## config.mk

```make
export PLATFORM = sky130hd
export DESIGN_NAME = seg_scan_ctrl
export DESIGN_NICKNAME = d
export VERILOG_FILES = /design/src/rtl/seg_scan_ctrl.sv
export SDC_FILE = /design/constraint.sdc
export NUM_CORES = 1
export LEC_CHECK = 0
export BUFFER_PORTS_ARGS = -buffer_cell sky130_fd_sc_hd__buf_2
export CAP_MARGIN = 20
export CORE_UTILIZATION = 55
export DETAILED_ROUTE_END_ITERATION = 8
export GPL_TIMING_DRIVEN = 1
export HOLD_SLACK_MARGIN = 0.15
export PLACE_DENSITY_LB_ADDON = 0.2
export SYNTH_ARGS = -nofsm -noshare
export SYNTH_HDL_FRONTEND = slang
export SYNTH_SLANG_ARGS = --single-unit
```

## constraint.sdc

```tcl
create_clock -name clk -period 3.6 [get_ports clk]
set_clock_uncertainty 0.05 [all_clocks]
set_input_delay 0.54 -clock clk [delete_from_list [all_inputs] [get_ports clk]]
set_output_delay 0.54 -clock clk [all_outputs]
set_load 0.01 [all_outputs]
```

## src/rtl/seg_scan_ctrl.sv

```systemverilog
// Scan controller for an 8-digit multiplexed seven-segment display.
// Display data is shadow-buffered and committed only at frame boundaries.
module seg_scan_ctrl #(
  parameter int unsigned SCAN_DIV = 100000,
  parameter int unsigned DIGITS   = 8
) (
  input  logic        clk,
  input  logic        rst_n,
  input  logic        seg_we,
  input  logic        ctrl_we,
  input  logic [31:0] wdata,
  output logic [7:0]  an,
  output logic [7:0]  seg,
  output logic        frame_done,
  output logic        pending
);

  localparam int unsigned PW = $clog2(SCAN_DIV);
  localparam int unsigned DW = $clog2(DIGITS);

  // Only the decoded control fields are kept; the remaining bits have no effect.
  logic              enable_q, enable_d;
  logic              lzs_q, lzs_d;
  logic [7:0]        dp_mask_q, dp_mask_d;

  logic [PW-1:0]     presc_q, presc_d;
  logic [DW-1:0]     digit_q, digit_d;
  logic [31:0]       active_q, active_d;
  logic [31:0]       pend_val_q, pend_val_d;
  logic              pending_q, pending_d;
  logic              frame_done_q, frame_done_d;
  logic [7:0]        an_q, an_d;
  logic [7:0]        seg_q, seg_d;

  logic              tick;
  logic              boundary;
  logic [3:0]        nib;
  logic              blank;

  function automatic logic [6:0] hex7(input logic [3:0] n);
    logic [6:0] p;
    case (n)
      4'h0: p = 7'h40;
      4'h1: p = 7'h79;
      4'h2: p = 7'h24;
      4'h3: p = 7'h30;
      4'h4: p = 7'h19;
      4'h5: p = 7'h12;
      4'h6: p = 7'h02;
      4'h7: p = 7'h78;
      4'h8: p = 7'h00;
      4'h9: p = 7'h10;
      4'hA: p = 7'h08;
      4'hB: p = 7'h03;
      4'hC: p = 7'h46;
      4'hD: p = 7'h21;
      4'hE: p = 7'h06;
      default: p = 7'h0E;
    endcase
    return p;
  endfunction

  assign tick     = (presc_q == PW'(SCAN_DIV - 1));
  assign boundary = tick && (digit_q == DW'(DIGITS - 1));

  always_comb begin
    // NOTE: every signal assigned here gets a default first, so no path leaves it unassigned and no latch is inferred.
    presc_d      = tick ? '0 : presc_q + PW'(1);
    digit_d      = tick ? ((digit_q == DW'(DIGITS - 1)) ? '0 : digit_q + DW'(1)) : digit_q;
    frame_done_d = boundary;

    enable_d  = enable_q;
    lzs_d     = lzs_q;
    dp_mask_d = dp_mask_q;
    if (ctrl_we) begin
      enable_d  = wdata[0];
      lzs_d     = wdata[1];
      dp_mask_d = wdata[15:8];
    end

    active_d   = active_q;
    pend_val_d = pend_val_q;
    pending_d  = pending_q;
    if (seg_we && boundary) begin
      // A write landing exactly on the boundary bypasses the shadow register.
      active_d  = wdata;
      pending_d = 1'b0;
    end else if (seg_we) begin
      pend_val_d = wdata;
      pending_d  = 1'b1;
    end else if (boundary && pending_q) begin
      active_d  = pend_val_q;
      pending_d = 1'b0;
    end

    nib   = active_q[{digit_q, 2'b00} +: 4];
    blank = lzs_q && (digit_q != '0) && ((active_q >> {digit_q, 2'b00}) == 32'h0);

    if (enable_q) begin
      an_d  = ~(8'b1 << digit_q);
      seg_d = {~dp_mask_q[digit_q], blank ? 7'h7F : hex7(nib)};
    end else begin
      an_d  = 8'hFF;
      seg_d = 8'hFF;
    end
  end

  // NOTE: sequential state uses non-blocking assignments so every register samples pre-edge values.
  always_ff @(posedge clk or negedge rst_n) begin
    if (!rst_n) begin
      enable_q     <= 1'b1;
      lzs_q        <= 1'b0;
      dp_mask_q    <= 8'h00;
      presc_q      <= '0;
      digit_q      <= '0;
      active_q     <= 32'h0;
      pend_val_q   <= 32'h0;
      pending_q    <= 1'b0;
      frame_done_q <= 1'b0;
      an_q         <= 8'hFF;
      seg_q        <= 8'hFF;
    end else begin
      enable_q     <= enable_d;
      lzs_q        <= lzs_d;
      dp_mask_q    <= dp_mask_d;
      presc_q      <= presc_d;
      digit_q      <= digit_d;
      active_q     <= active_d;
      pend_val_q   <= pend_val_d;
      pending_q    <= pending_d;
      frame_done_q <= frame_done_d;
      an_q         <= an_d;
      seg_q        <= seg_d;
    end
  end

  assign an         = an_q;
  assign seg        = seg_q;
  assign frame_done = frame_done_q;
  assign pending    = pending_q;

endmodule
```

; ---- Word-level counts from Yosys, hierarchy flattened
; Memories as Yosys holds them, arrays and structs flattened.
; Index checks and enable logic that the tools add are counted.
[word_totals]
regBits = 112
rom_bits = 112
in_bits = 36
output_inout_bits = 18
word_cells = 48
memories = 1
[mem_list]
columns = name, depth, word_bits, rd, rd_ports_with_merged_regs, write_ports, line
row1 = (no name shown), 16, 7, 1, 0, 0, 42  ; case (n)
[op_classes]
addsub = 2
order_cmp = 1
eq_ne = 3
shift = 3
mux = 13
bitwise = 3
reduce_logical = 11
[op_table]
columns = op, count
row1 = 32-bit 2-to-1 mux, 3
row2 = 32-bit logical NOT, 1
row3 = 32-bit by 6-bit variable part select with 4-bit output, 1
row4 = 32-bit by 5-bit >> shifter with 32-bit output, 1
row5 = 17-bit by 1-bit adder with 17-bit output (second input constant), 1
row6 = 17-bit equality test (second input constant), 1
row7 = 17-bit 2-to-1 mux, 1
row8 = 8-bit 2-to-1 mux, 2
row9 = 8-bit inverter, 1
row10 = 1-bit by 3-bit << shifter with 8-bit output (first input constant), 1
row11 = 7-bit 2-to-1 mux, 1
row12 = 3-bit nonzero test, 2
row13 = 1-bit logical AND, 5
row14 = 3-bit by 4-bit < comparator with 1-bit output (second input constant), 1
row15 = 1-bit 2-to-1 mux, 4
row16 = 2-bit AND reduction, 2
row17 = 3-bit by 1-bit adder with 3-bit output (second input constant), 1
row18 = 1-bit binary-select mux with 3-bit select, 1
row19 = 3-bit equality test (second input constant), 1
row20 = 3-bit 2-to-1 mux, 1
row21 = 2-bit by 1-bit != test with 1-bit output (second input constant), 1
row22 = 1-bit inverter, 2
row23 = 2-bit nonzero test, 1

; ---- Logic depth before layout (Yosys ltp)
; Gate-level depths: netlist of run 1.
[depth]
word_depth = 6
depth_mapped = 10
ltp_nobuf = 8

; ---- Least setup slack after synthesis of run 1
; Ideal clock, no wire load.
[synth_path]
kind = register -> register
start = register digit_q[1]
end = register seg_q[1] (netlist: seg[1])
setup_ns = 0.099
arrival_ns = 2.416
required_ns = 3.451
slack_ns = 1.035
stages_incl_launch_ff = 9
path_buffers = 2
period_less_slack_ns = 2.565
path_cell_list = dfrtp_1 -> buf_2 -> buf_4 -> mux4_2 -> mux2i_2 -> ha_1 -> o211ai_1 -> o31a_1 -> o311ai_1
[synth_via]
elab_chain_len = 5
elab_cells_between_ends = 9
cone_classes = shift (2) / mux (2) / reduce/logical (4) / memory (1)
[synth_lines]
columns = item, line
row1 = "start, declared", 27  ; logic [DW-1:0] digit_q, digit_d;
row2 = "start signal, assigned", 127  ; digit_q <= digit_d;
row3 = branches (longest 3 deep; another with memory 16 x 7 bit), n/a
row4 = 7-bit 2-to-1 mux (*), 101  ; seg_d = {~dp_mask_q[digit_q], blank ? 7'h7F : hex7(nib)};
row5 = 8-bit 2-to-1 mux (*), 99  ; if (enable_q) begin
row6 = named net seg_d[1], 33  ; logic [7:0] seg_q, seg_d;
row7 = "end signal, assigned", 133  ; seg_q <= seg_d;
row8 = "end, declared", 33
; Mark *: on every way through the listed nets, which the timed path passes.
; A chain may end at the register's enable or synchronous reset.

; ---- Worst setup path after layout of run 1
[layout_path]
start = register digit_q[0]
end = register seg_q[1] (netlist: seg[1])
; The elaborated chain is that of the path after synthesis.

==> impl_metrics.csv, run 1 <==
group,metric,value,unit
route,vias,3779,
setup_path,cp_slowest_cell,"dfrtp_1",
clock_tree,cts_setup_buffers,0,
floorplanning,start_util,0.564,
clock_tree,h-tree-depth,3,
setup_path,critPathLaunchType,"register",
synth,synthCells,478,
setup_path,worst-path-buf-inv,1,
place,finalWeightedCongestion,0.909,
place,place_hpwl,7570,um
pwr,pwr-share-seq,0.610,
finish,design_area,6000,um2
synth,syn-cell-area,5490,um2
setup_path,r2r_end,"seg[1]",
clock_tree,cts_tree,"done",
route,drcViolationCount,0,
grt,antenna_found_initial,0,
synth,synth_seq_cells,112,
route,vias_per_cell,5.73,
timing,tns,0,ns
finish,layout_common_cells,"95 x dfrtp_1, 56 x nand2_1, 52 x buf_2, 38 x mux2_2, 32 x o22ai_1",
clock_tree,root_buffer,"clkbuf_8",
pwr,netSwitchingFraction,0.240,
grt,first_global_vias,3564,
timing,worst_slew_pin_slew,1.01,ns
setup_path,r2r_setup_slack,0.63,ns
finish,nets,570,
timing,hold_viol_final,0,
synth,synth-edff-count,0,
pwr,power_switching,0.529,mW
setup_path,worstPathMaxFanout,20,
finish,area_delta_synth_final,9.21,%
synth,synth_nets,527,
synth,synthFlopType,"dfrtp_1",
grt,grt_max_degree,65,
synth,synthArstFlopShare,1.00,
finish,final_util,0.616,
floorplanning,core_area,9730,um2
route,finalWirelength,10700,um
timing,setup_viol,0,
hold_path,hold_class,"primary input to async pin",
pwr,vdd.ir_drop.worst,0.250,mV
timing,rsz0062_at_grt,"no",
synth,yosysSeqAreaShare,0.514,
route,drtAntennaViolNets,0,
finish,layout-drive-gt1-share,0.287,
synth,synth.area.top_cells,"dfrtp_1 43%, dfstp_2 8.1%, mux2_2 7.8%, mux4_2 4.9%, nand2_1 3.8%",
timing,slew_violations,0,
setup_path,crit_family,"flip-flops",
timing,fmax,336,MHz
pwr,leakage,2.55,nW
clock_tree,path_clk_slew,0.10,ns
place,placedInstanceArea,5820,um2
place,port_buffers,53,
setup_path,worst_setup_path_end_kind,"register",
synth,synth_top_area_share,0.433,
floorplanning,dieArea,10400,um2
timing,max_slew_margin,0.326,
setup_path,path_cells,"inv_2 > mux2i_1 > ha_1 > o211ai_1 > o31a_1 > o311ai_1",
route,first_iter_violations,282,
setup_path,reg2reg_depth,6,
grt,grt_pass1_wl,17900,um
route,wl_per_cell,16.3,um
pwr,pwr-share-clk,0.311,
finish,stdcell_count,659,
floorplanning,io_pins,54,
run_status,status,"completed",
synth,synth_cell_type_count,59,
synth,synth_top_cell_by_area,"dfrtp_1",
setup_path,startpoint,"digit_q[0]",
setup_path,required,3.84,ns
clock_tree,cts.sinks,112,
pwr,power.density,368,nW/um2
grt,gr-total-overflow,0,
floorplanning,die_x,102,um
pwr,p_int,1.68,mW
synth,synth.avg_cell_area,11.5,um2
finish,layout_commonest_cell,"dfrtp_1",
pwr,p_total,2.21,mW
finish,num_antenna_cells,0,
floorplanning,die-height,102,um
setup_path,r2r_start,"digit_q[0]",
clock_tree,clk_latency,0.39,ns
setup_path,crit_type,"register to register",
clock_tree,postCtsHoldBufs,0,
setup_path,arrival,3.21,ns
flow_run,cap_violations,0,
clock_tree,cts-buffers-inserted,9,
timing,finalCritPeriodShare,0.826,
timing,period_needed,2.97,ns
pwr,power_frac_comb,0.079,
route,first_pass_iters,4,
place,place_inst,643,
setup_path,slowest_delay,0.89,ns
grt,grtUsageTotal,0.229,
floorplanning,rows,36,
synth,ys_warn_count,0,
clock_tree,cts_resized,0,
clock_tree,cts.path.max_buffers,2,
[power groups by stage]
stage               Combinational (mW)  Sequential (mW)  Clock, mW
floorplan                       0.0975             1.37          0
global placement                 0.173             1.37          0
detailed placement               0.177             1.37          0
CTS                              0.177             1.35      0.703
global route                     0.195             1.35      0.748
finish                           0.174             1.35      0.687
[registers in the layout, indices dropped and copies added (netlist names)]
register	flops
an	8
frame_done	1
pend_val_q	32
dp_mask_q	8
digit_q	3
seg	8
presc_q	17
enable_q	1
lzs_q	1
pending	1
active_q	32
[worst max-delay path by stage]
stage | endpoint | depth (start not counted)
2_1_floorplan | seg[1] | 8
3_3_place_gp | seg[1] | 6
3_5_place_dp | seg[1] | 6
4_1_cts | seg[1] | 6
5_1_grt | seg[1] | 6
6_report | seg[1] | 6
[routing by layer]
metal  vias to the layer above  routed length [um]  global-route usage
li1                       1832                   -                   -
met1                      1836                5150               0.344
met2                        94                4930               0.327
met3                        17                 476              0.0438
met4                         0                 182              0.0945
met5                         -                   0                   0
[worst register-to-register path, stage by stage, from the launching register on]
cell      delay [ns]
dfrtp_1         0.89
inv_2           0.27
mux2i_1         0.51
ha_1            0.30
o211ai_1        0.11
o31a_1          0.41
o311ai_1        0.33
[layout make-up]
| class | instances | area, um2 |
|---|---|---|
| clock inverters | 4 | 30.0 |
| multi-input cells | 326 | 2460 |
| fillers | 844 | 3730 |
| inverters | 13 | 48.8 |
| flip-flops and latches | 112 | 2820 |
| repair buffers | 59 | 325 |
| well taps | 133 | 166 |
| clock buffers | 12 | 145 |
[metrics by stage]
step | setup slack, ns | hold slack (ns)
2_1_floorplan | 1.04 | 0.194
3_3_place_gp | 0.830 | 0.414
3_5_place_dp | 0.642 | 0.429
4_1_cts | 0.619 | 0.202
5_1_grt | 0.294 | 0.247
6_report | 0.626 | 0.171
[Yosys cell counts, drive strengths merged (2+ instances only)]
cell type,instances
a211o,2
a211oi,2
a21oi,2
a22oi,2
and2,2
and3,3
buf,15
clkbuf,12
dfrtp,95
dfstp,17
ha,13
inv,12
mux2,43
mux2i,9
mux4,12
nand2,56
nand3,8
nand3b,2
nand4,5
nor2,29
nor3,7
nor3b,6
nor4,9
o21ai,38
o221ai,2
o22ai,32
o311ai,3
o31a,2
o31ai,5
xnor2,11
xor2,5
[logic make-up (layout without fill, tap and decap cells)]
group | count (synthesis) | in the layout | synth area share
mux | 64 | 64 | 0.157
buf+inv | 40 | 88 | 0.0383
flops | 112 | 112 | 0.514
simple gates | 132 | 132 | 0.116
compound gates | 101 | 101 | 0.118
fa+ha+maj | 13 | 13 | 0.0296
xor+xnor | 16 | 16 | 0.0255
Power figures use the tool's default switching activity.
==> run 2: changes to the inputs <==
- CORE_UTILIZATION: 55 -> 53
- clock period: 3.6 -> 2.6 ns (I/O delays scaled with it)
==> run 2 against run 1 <==
Combinational power is 43% higher. Clock power grew 51%. Core utilization grew 0.48 points. Via count grew 3.0%. Total power rose by 43%. Final cell count up 2.0%. Global-route usage down 0.70 points. Count of clock-buffer cells in the layout shrank 1. Critical path depth did not move. Largest cell class unchanged. Worst setup slack got worse by 0.46 ns. Non-clock buffer count grew 13. Fmax increased by 22%.
==> impl_metrics.csv, run 2 (synthesis gave the netlist of run 1 again) <==
group,metric,value,unit
run_status,status,"completed",
timing,finalCritPeriodShare,0.935,
timing,rsz0062_at_grt,"no",
setup_path,required,2.83,ns
route,drtAntennaViolNets,0,
clock_tree,root_buffer,"clkbuf_8",
timing,hold_viol_final,0,
timing,period_needed,2.43,ns
timing,fmax,411,MHz
clock_tree,cts_setup_buffers,0,
pwr,pwr-share-seq,0.592,
grt,gr-total-overflow,0,
place,place_hpwl,7920,um
route,first_pass_iters,4,
timing,max_slew_margin,0.514,
setup_path,critPathLaunchType,"register",
timing,worst_slew_pin_slew,0.726,ns
setup_path,r2r_setup_slack,0.17,ns
pwr,netSwitchingFraction,0.236,
pwr,pwr-share-clk,0.329,
timing,slew_violations,0,
floorplanning,die_x,104,um
finish,stdcell_count,672,
timing,tns,0,ns
finish,num_antenna_cells,0,
finish,layout_commonest_cell,"dfrtp_1",
pwr,vdd.ir_drop.worst,0.446,mV
pwr,power_switching,0.741,mW
setup_path,cp_slowest_cell,"mux4_2",
finish,design_area,6150,um2
floorplanning,dieArea,10800,um2
clock_tree,cts_tree,"done",
timing,holdWs,0.188,ns
grt,grt_pass1_wl,18800,um
finish,top_regs,"active_q (32), pend_val_q (32), presc_q (17)",
place,finalWeightedCongestion,0.954,
finish,layout-drive-gt1-share,0.304,
flow_run,cap_violations,0,
finish,layout_common_cells,"94 x dfrtp_1, 56 x nand2_1, 52 x buf_2, 38 x mux2_2, 32 x o22ai_1",
place,place_inst,655,
setup_path,crit_type,"register to register",
setup_path,startpoint,"digit_q[1]",
pwr,p_int,2.41,mW
place,dpl_worst_slack,0.112,ns
setup_path,r2r_start,"digit_q[1]",
timing,setup_viol,0,
clock_tree,cts.sinks,112,
setup_path,reg2reg_depth,6,
place,port_buffers,53,
grt,antenna_found_initial,0,
floorplanning,start_util,0.554,
clock_tree,h-tree-depth,3,
setup_path,path_cells,"mux4_2 > mux2i_1 > ha_1 > o211ai_1 > o31a_1 > o32ai_1",
setup_path,worstPathMaxFanout,7,
clock_tree,path_clk_slew,0.11,ns
grt,grtUsageTotal,0.222,
finish,fillCellCount,845,
grt,grt_max_degree,65,
grt,first_global_vias,3790,
route,vias,3894,
clock_tree,cts-buffers-inserted,9,
place,placedInstanceArea,5950,um2
hold_path,hold_class,"primary input to register",
route,wl_per_cell,16.2,um
pwr,p_total,3.15,mW
floorplanning,io_pins,54,
pwr,power.density,511,nW/um2
setup_path,worst-path-buf-inv,0,
pwr,power_frac_comb,0.079,
route,finalWirelength,10900,um
setup_path,cp.depth,6,
route,first_iter_violations,353,
finish,final_util,0.621,
route,drcViolationCount,0,
finish,area_delta_synth_final,12.1,%
setup_path,slowest_delay,0.51,ns
route,vias_per_cell,5.79,
clock_tree,clk_latency,0.40,ns
setup_path,arrival,2.67,ns
finish,nets,583,
pwr,leakage,2.63,nW
setup_path,r2r_end,"seg[3]",
floorplanning,rows,36,
setup_path,endpoint,"seg[3]",
setup_path,worst_setup_path_end_kind,"register",
floorplanning,core_area,9910,um2
setup_path,crit_family,"compound AO/OA/AOI/OAI gates",
timing,worst_slack,0.169,ns
floorplanning,die-height,104,um
clock_tree,cts.path.max_buffers,2,
run 2: cell types whose count changed in the layout (fill, tap and decap cells not counted):
| cell | before | now |
|---|---|---|
| dlygate4sd3_1 | 0 | 1 |
| dfrtp_1 | 95 | 94 |
| bufinv_16 | 0 | 1 |
| buf_12 | 1 | 4 |
| buf_4 | 6 | 15 |
| inv_6 | 0 | 2 |
| dfrtp_2 | 0 | 1 |
| clkinv_4 | 2 | 1 |
| clkbuf_8 | 10 | 9 |
| clkinv_2 | 1 | 0 |
run 2: layer usage:
| layer | global-route usage | part of all wire | vias up |
|---|---|---|---|
| li1 | - | - | 1859 |
| met1 | 0.314 | 0.47 | 1911 |
| met2 | 0.340 | 0.46 | 108 |
| met3 | 0.0497 | 0.055 | 16 |
| met4 | 0.0735 | 0.017 | 0 |
| met5 | 0 | 0 | - |
run 2: how the worst min path moves through the flow:
stage	from	end	slack [ns]	cells after the start
global route	wdata[23]	pend_val_q[23]	0.17	2
global placement	rst_n	presc_q[14]	0.26	1
detailed placement	rst_n	presc_q[14]	0.27	1
finish	wdata[18]	pend_val_q[18]	0.19	2
CTS	wdata[15]	pend_val_q[15]	0.17	2
floorplan	rst_n	active_q[0]	0.04	0
run 2: power by group through the flow:
stage	registers (mW)	clock network (mW)	logic, mW
final	1.86	1.04	0.249
after floorplan	1.89	0	0.135
after global routing	1.87	1.13	0.275
after detailed placement	1.90	0	0.253
after global placement	1.89	0	0.247
after CTS	1.86	1.07	0.254
run 2: worst reg2reg max path, stage by stage (launching register included):
cell      delay, ns
dfrtp_2        0.47
mux4_2         0.51
mux2i_1        0.23
ha_1           0.24
o211ai_1       0.10
o31a_1         0.40
o32ai_1        0.33
run 2: area by class of cell:
type	count	area (um2)	share of cell area
Multi-Input combinational cell	326	2460	0.399
Timing Repair Buffer	72	463	0.0752
Clock buffer	11	131	0.0213
Tap cell	133	166	0.0270
Inverter	13	48.8	0.00793
Clock inverter	5	63.8	0.0104
Sequential cell	112	2830	0.459
run 2: timing repair:
item                                    in CTS  in global routing
hold endpoints to repair                    23                  0
endpoints found under the setup margin       0                  5
hold buffers                                 1                  0
gates resized for setup                      0                  1
